$ cat src/rtl/saradc_sar_logic.sv
// ============================================================================
// saradc_sar_logic: SAR conversion FSM (MSB first) with a one-entry output buffer.
// Rev 1.0
// ============================================================================
`default_nettype none

module saradc_sar_logic #(
  parameter int NBITS   = 8,
  parameter int NSAMPLE = 2
) (
  input  logic             CLK,
  input  logic             RSTN,
  input  logic             START,
  input  logic             CONT,
  input  logic             CMPO,
  output logic             SAMPLE,
  output logic             VALID,
  output logic [NBITS-1:0] RESULTP,
  output logic [NBITS-1:0] RESULTN,
  output logic             BUSY,
  output logic [NBITS-1:0] DOUT,
  output logic             DOUT_VALID,
  input  logic             DOUT_READY,
  output logic             OVR,
  input  logic             CLR_OVR
);

  localparam int              KW          = (NBITS > 1) ? $clog2(NBITS) : 1;
  localparam logic [KW-1:0]   c_K_MSB     = KW'(NBITS - 1);
  localparam logic [3:0]      c_SAMP_LAST = 4'(NSAMPLE - 1);

  typedef enum logic [1:0] {
    S_IDLE = 2'd0,
    S_SAMP = 2'd1,
    S_CONV = 2'd2,
    S_DONE = 2'd3
  } state_t;

  state_t           r_state;
  logic [3:0]       r_cnt;
  logic [KW-1:0]    r_k;
  logic             r_sample;
  logic             r_valid;
  logic             r_busy;
  logic [NBITS-1:0] r_resp;
  logic [NBITS-1:0] r_resn;
  logic [NBITS-1:0] r_dout;
  logic             r_dout_valid;
  logic             r_ovr;

  logic             w_load;
  logic             w_ovr_set;
  logic [NBITS-1:0] w_code;

  // The LSB comes straight from the comparator so the code is published at the last CONV edge.
  assign w_load    = (r_state == S_CONV) && (r_k == '0);
  assign w_code    = {r_resp[NBITS-1:1], CMPO};
  assign w_ovr_set = w_load && r_dout_valid && !DOUT_READY;

  always_ff @(posedge CLK) begin
    if (!RSTN) begin
      r_state  <= S_IDLE;
      r_cnt    <= '0;
      r_k      <= '0;
      r_sample <= 1'b0;
      r_valid  <= 1'b0;
      r_busy   <= 1'b0;
      r_resp   <= '0;
      r_resn   <= '0;
    end else begin
      case (r_state)
        S_IDLE: begin
          if (START) begin
            r_state  <= S_SAMP;
            r_cnt    <= '0;
            r_sample <= 1'b1;
            r_busy   <= 1'b1;
            r_resp   <= '0;
            r_resn   <= '0;
          end
        end
        S_SAMP: begin
          if (r_cnt == c_SAMP_LAST) begin
            r_state  <= S_CONV;
            r_sample <= 1'b0;
            r_k      <= c_K_MSB;
          end else begin
            r_cnt <= r_cnt + 4'd1;
          end
        end
        S_CONV: begin
          // Each bit is written once per conversion; unresolved bits stay 0/0.
          r_resp[r_k] <= CMPO;
          r_resn[r_k] <= ~CMPO;
          if (r_k == '0) begin
            r_state <= S_DONE;
            r_valid <= 1'b1;
          end else begin
            r_k <= r_k - KW'(1);
          end
        end
        S_DONE: begin
          r_valid <= 1'b0;
          if (CONT) begin
            r_state  <= S_SAMP;
            r_cnt    <= '0;
            r_sample <= 1'b1;
            r_resp   <= '0;
            r_resn   <= '0;
          end else begin
            r_state <= S_IDLE;
            r_busy  <= 1'b0;
          end
        end
        default: begin
          r_state  <= S_IDLE;
          r_sample <= 1'b0;
          r_valid  <= 1'b0;
          r_busy   <= 1'b0;
        end
      endcase
    end
  end

  always_ff @(posedge CLK) begin
    if (!RSTN) begin
      r_dout       <= '0;
      r_dout_valid <= 1'b0;
      r_ovr        <= 1'b0;
    end else begin
      if (w_load) begin
        r_dout       <= w_code;
        r_dout_valid <= 1'b1;
      end else if (DOUT_READY) begin
        r_dout_valid <= 1'b0;
      end
      // A new overrun takes priority over a clear request in the same cycle.
      if (w_ovr_set) begin
        r_ovr <= 1'b1;
      end else if (CLR_OVR) begin
        r_ovr <= 1'b0;
      end
    end
  end

  assign SAMPLE     = r_sample;
  assign VALID      = r_valid;
  assign BUSY       = r_busy;
  assign RESULTP    = r_resp;
  assign RESULTN    = r_resn;
  assign DOUT       = r_dout;
  assign DOUT_VALID = r_dout_valid;
  assign OVR        = r_ovr;

endmodule

`default_nettype wire

$ cat config.mk
export PLATFORM = sky130hd
export DESIGN_NAME = saradc_sar_logic
export DESIGN_NICKNAME = d
export VERILOG_FILES = /design/src/rtl/saradc_sar_logic.sv
export SDC_FILE = /design/constraint.sdc
export NUM_CORES = 1
export LEC_CHECK = 0
export CORE_MARGIN = 2
export CORE_UTILIZATION = 40
export DETAILED_ROUTE_END_ITERATION = 8
export PLACE_DENSITY = 0.66
export SLEW_MARGIN = 20
export SYNTH_ARGS = -nofsm -noshare
export SYNTH_HDL_FRONTEND = slang
export SYNTH_SLANG_ARGS = --single-unit
$ cat constraint.sdc
create_clock -name CLK -period 1.8 [get_ports CLK]
set_clock_uncertainty 0.05 [all_clocks]
set_input_delay 0.27 -clock CLK [delete_from_list [all_inputs] [get_ports CLK]]
set_output_delay 0.27 -clock CLK [all_outputs]
set_load 0.02 [all_outputs]
==> metrics.cfg <==
[place]
port_buffers=35
dpl.cell_count=330
dp_hpwl_um=3534
place_congestion=0.7992

[die]
ios=36
design.core.area_um2=4661
die-area_um2=5358
chipHeight_um=73.20
rows=25
die_w_um=73.20
initial_utilization=0.4110

[yosys]
yosysTopAreaCell=dfxtp_1
yosysMostFrequentCell=nand2_1
synthCells=221
syn_area_um2=1916
synth_area_leaders=dfxtp_1 (40%), nand2_1 (9.0%), ha_1 (6.5%)
async_reset_ff_frac=0
synth-seq-cells=38
synth_top_area_share=0.3971
synth_edf_count=0
synth_ff_type=dfxtp_1
ys_seq_area_frac=0.3971
ys_warn_count=0
synth_fp_nets=238
synth_cell_types=38
synthTopCellsByCount=nand2_1 (46), dfxtp_1 (38), o22ai_1 (17)
postSynthAreaPerCell_um2=8.668

[setup_path]
critical_path_class=reg -> reg
path_max_fanout=15
critPathCaptureType=flop
r2r-start=r_state[0]
critical_path_required_ns=1.93
critPathLaunch=r_state[0]
cp-start-kind=flop
path_cells=buf_4 -> ha_1 -> nor2b_4 -> a2111oi_1 -> buf_4 -> o22ai_1
critPathMaxStageDelay_ns=0.46
path_buf_inv=2
critPathSlowestCell=a2111oi_1
critical_path.most_common_cell=buf_4
cp_data_arrival_time_ns=1.88
crit_family=compound AO/OA/AOI/OAI gates

[global_routing]
grt_first_pass_wirelength_um=8252
globalRouteOverflowTotal=0
antenna_found_initial=0
track_usage=0.2005
grt_max_degree=34
first_global_vias=1739

[timing]
setup_violations=0
rsz0062_at_grt=yes
slew_headroom=0.6919
finalSetupTns_ns=0
period_needed_ns=1.752
clock.fmax_mhz=570.9
final_hold_viol_count=0
finalCritPeriodShare=0.9731
tightest_slew_ns=0.4612
drv_slew=0

[layout]
seq_area_um2=763.2
final_nets=300
fillers=414
antenna_cells=0
multi_input_area_um2=1186
stdcell_count=338
area_growth_pct=47.42
drive_gt1_frac=0.2711

[power_and_ir_drop]
sw_frac_of_total=0.3656
cell_internal_pwr_w=0.002567
pwr-share-clk=0.217
ir_drop_mv=0.8108
p_seq_frac=0.253
p_comb_frac=0.529
p_leak_nw=0.9861
switching_power_w=0.001479
pwr_density_cell_nw_per_um2=1433

[routing]
post-route-drc-count=0
dr_total_vias=1872
antenna_left=0
drtPass1Iterations=4
wirelength_um=5304
drt_iter0_markers=135
routedWlPerCell_um=15.69
via_per_inst=5.538

[clocking]
cts_sinks=38
cts_buffer_depth=2
clock_latency_ns=0.30
cts_buffers=5
h-tree-depth=2
cts-root-buf=clkbuf_8
cts_tree=done
holdBufCountCts=0
post_cts_buffers=0
clkTransAtPathRegs_ns=0.08

[hold_path]
hold_class=reg -> reg
worstHoldStart=DOUT[6]

[run_status]
status=finished, final reports clean

[flow_run]
max_cap_violations=0

## path summary, 6_finish.rpt
check / end / slack (ns) / cells past startpoint
worst max-delay path: RESULTN[6] / 0.05 / 6
worst min-delay path: DOUT[6] / 0.41 / 2
worst max register to register: RESULTN[6] / 0.05 / 6
worst min register to register: DOUT[6] / 0.41 / 2
## cell usage in the layout, fill, tap and decap left out, types with 3 or more instances in the layout
cell | netlist | layout
a2111oi_2 | 3 | 5
a2111oi_4 | 1 | 4
a211oi_1 | 4 | 3
a21oi_1 | 11 | 11
buf_4 | 1 | 37
clkbuf_8 | 0 | 5
clkdlybuf4s50_1 | 0 | 35
dfxtp_1 | 38 | 36
ha_1 | 10 | 7
inv_1 | 11 | 11
nand2_1 | 46 | 46
nand2b_1 | 4 | 4
nand3_1 | 7 | 7
nand3b_1 | 5 | 5
nor2_1 | 3 | 3
nor2b_4 | 0 | 3
o22ai_1 | 17 | 16
o32ai_1 | 5 | 4
or3b_1 | 5 | 4
or4_4 | 0 | 4
## registers in the layout, summed over array words and instances (netlist names)
| name | cells |
|---|---|
| DOUT | 8 |
| RESULTN | 8 |
| RESULTP | 8 |
| r_cnt | 4 |
| r_k | 3 |
| r_state | 2 |
| BUSY | 1 |
| DOUT_VALID | 1 |
| OVR | 1 |
| SAMPLE | 1 |
| VALID | 1 |
## through the flow
stage          area, um^2  setup slack, ns  hold WS (ns)  total power [W]    util
2_1_floorplan        1933          0.01641        0.3560         0.002151       -
3_3_place_gp         2541          -0.4412        0.3905         0.002847  0.5452
3_5_place_dp         2541          -0.5072        0.3959         0.002870  0.5452
4_1_cts              2744         -0.01293        0.4072         0.003875  0.5887
5_1_grt              2824        -0.008637        0.4311         0.004279  0.6059
6_report             2824          0.04845        0.4057         0.004046  0.6059
## layout make-up
type                            instances  area share
Inverter                               11     0.01462
Tap cell                               54     0.02393
Clock inverter                          3     0.02437
Multi-Input combinational cell        155      0.4200
Sequential cell                        38      0.2703
Timing Repair Buffer                   72      0.2224
Clock buffer                            5     0.02437
## routing by layer
metal	wire, um	part of all wire	global-route usage
met1	2548	0.48	0.2845
met2	2406	0.45	0.2993
met3	263	0.050	0.04006
met4	86	0.016	0.07407
met5	0	0	0
## timing repair
action,4_1_cts,5_1_grt
setup endpoints to repair,23,24
gates resized for setup,14,17
pin swaps,2,0
## cells by family after synthesis
kind of cell             share of synthesized area
AND/OR/NAND/NOR                             0.2266
AO/OA/AOI/OAI                               0.2404
flip-flops                                  0.3971
buffers and inverters                      0.06532
adder cells (fa/ha/maj)                    0.06532
multiplexers                              0.005226
## power by group through the flow
stage / Combinational (W) / Clock, W / Sequential [W]
4_1_cts: 0.00196 / 0.000895 / 0.00102
6_report: 0.00214 / 0.000880 / 0.00103
5_1_grt: 0.00231 / 0.000923 / 0.00104
3_3_place_gp: 0.00181 / 0 / 0.00104
2_1_floorplan: 0.00108 / 0 / 0.00107
3_5_place_dp: 0.00183 / 0 / 0.00104
## worst min-delay path, cell delays in order, from the launching register on
cell     delay, ns
dfxtp_1       0.31
nand2_1       0.05
a21oi_1       0.05
(Power assumes the default switching activity.)
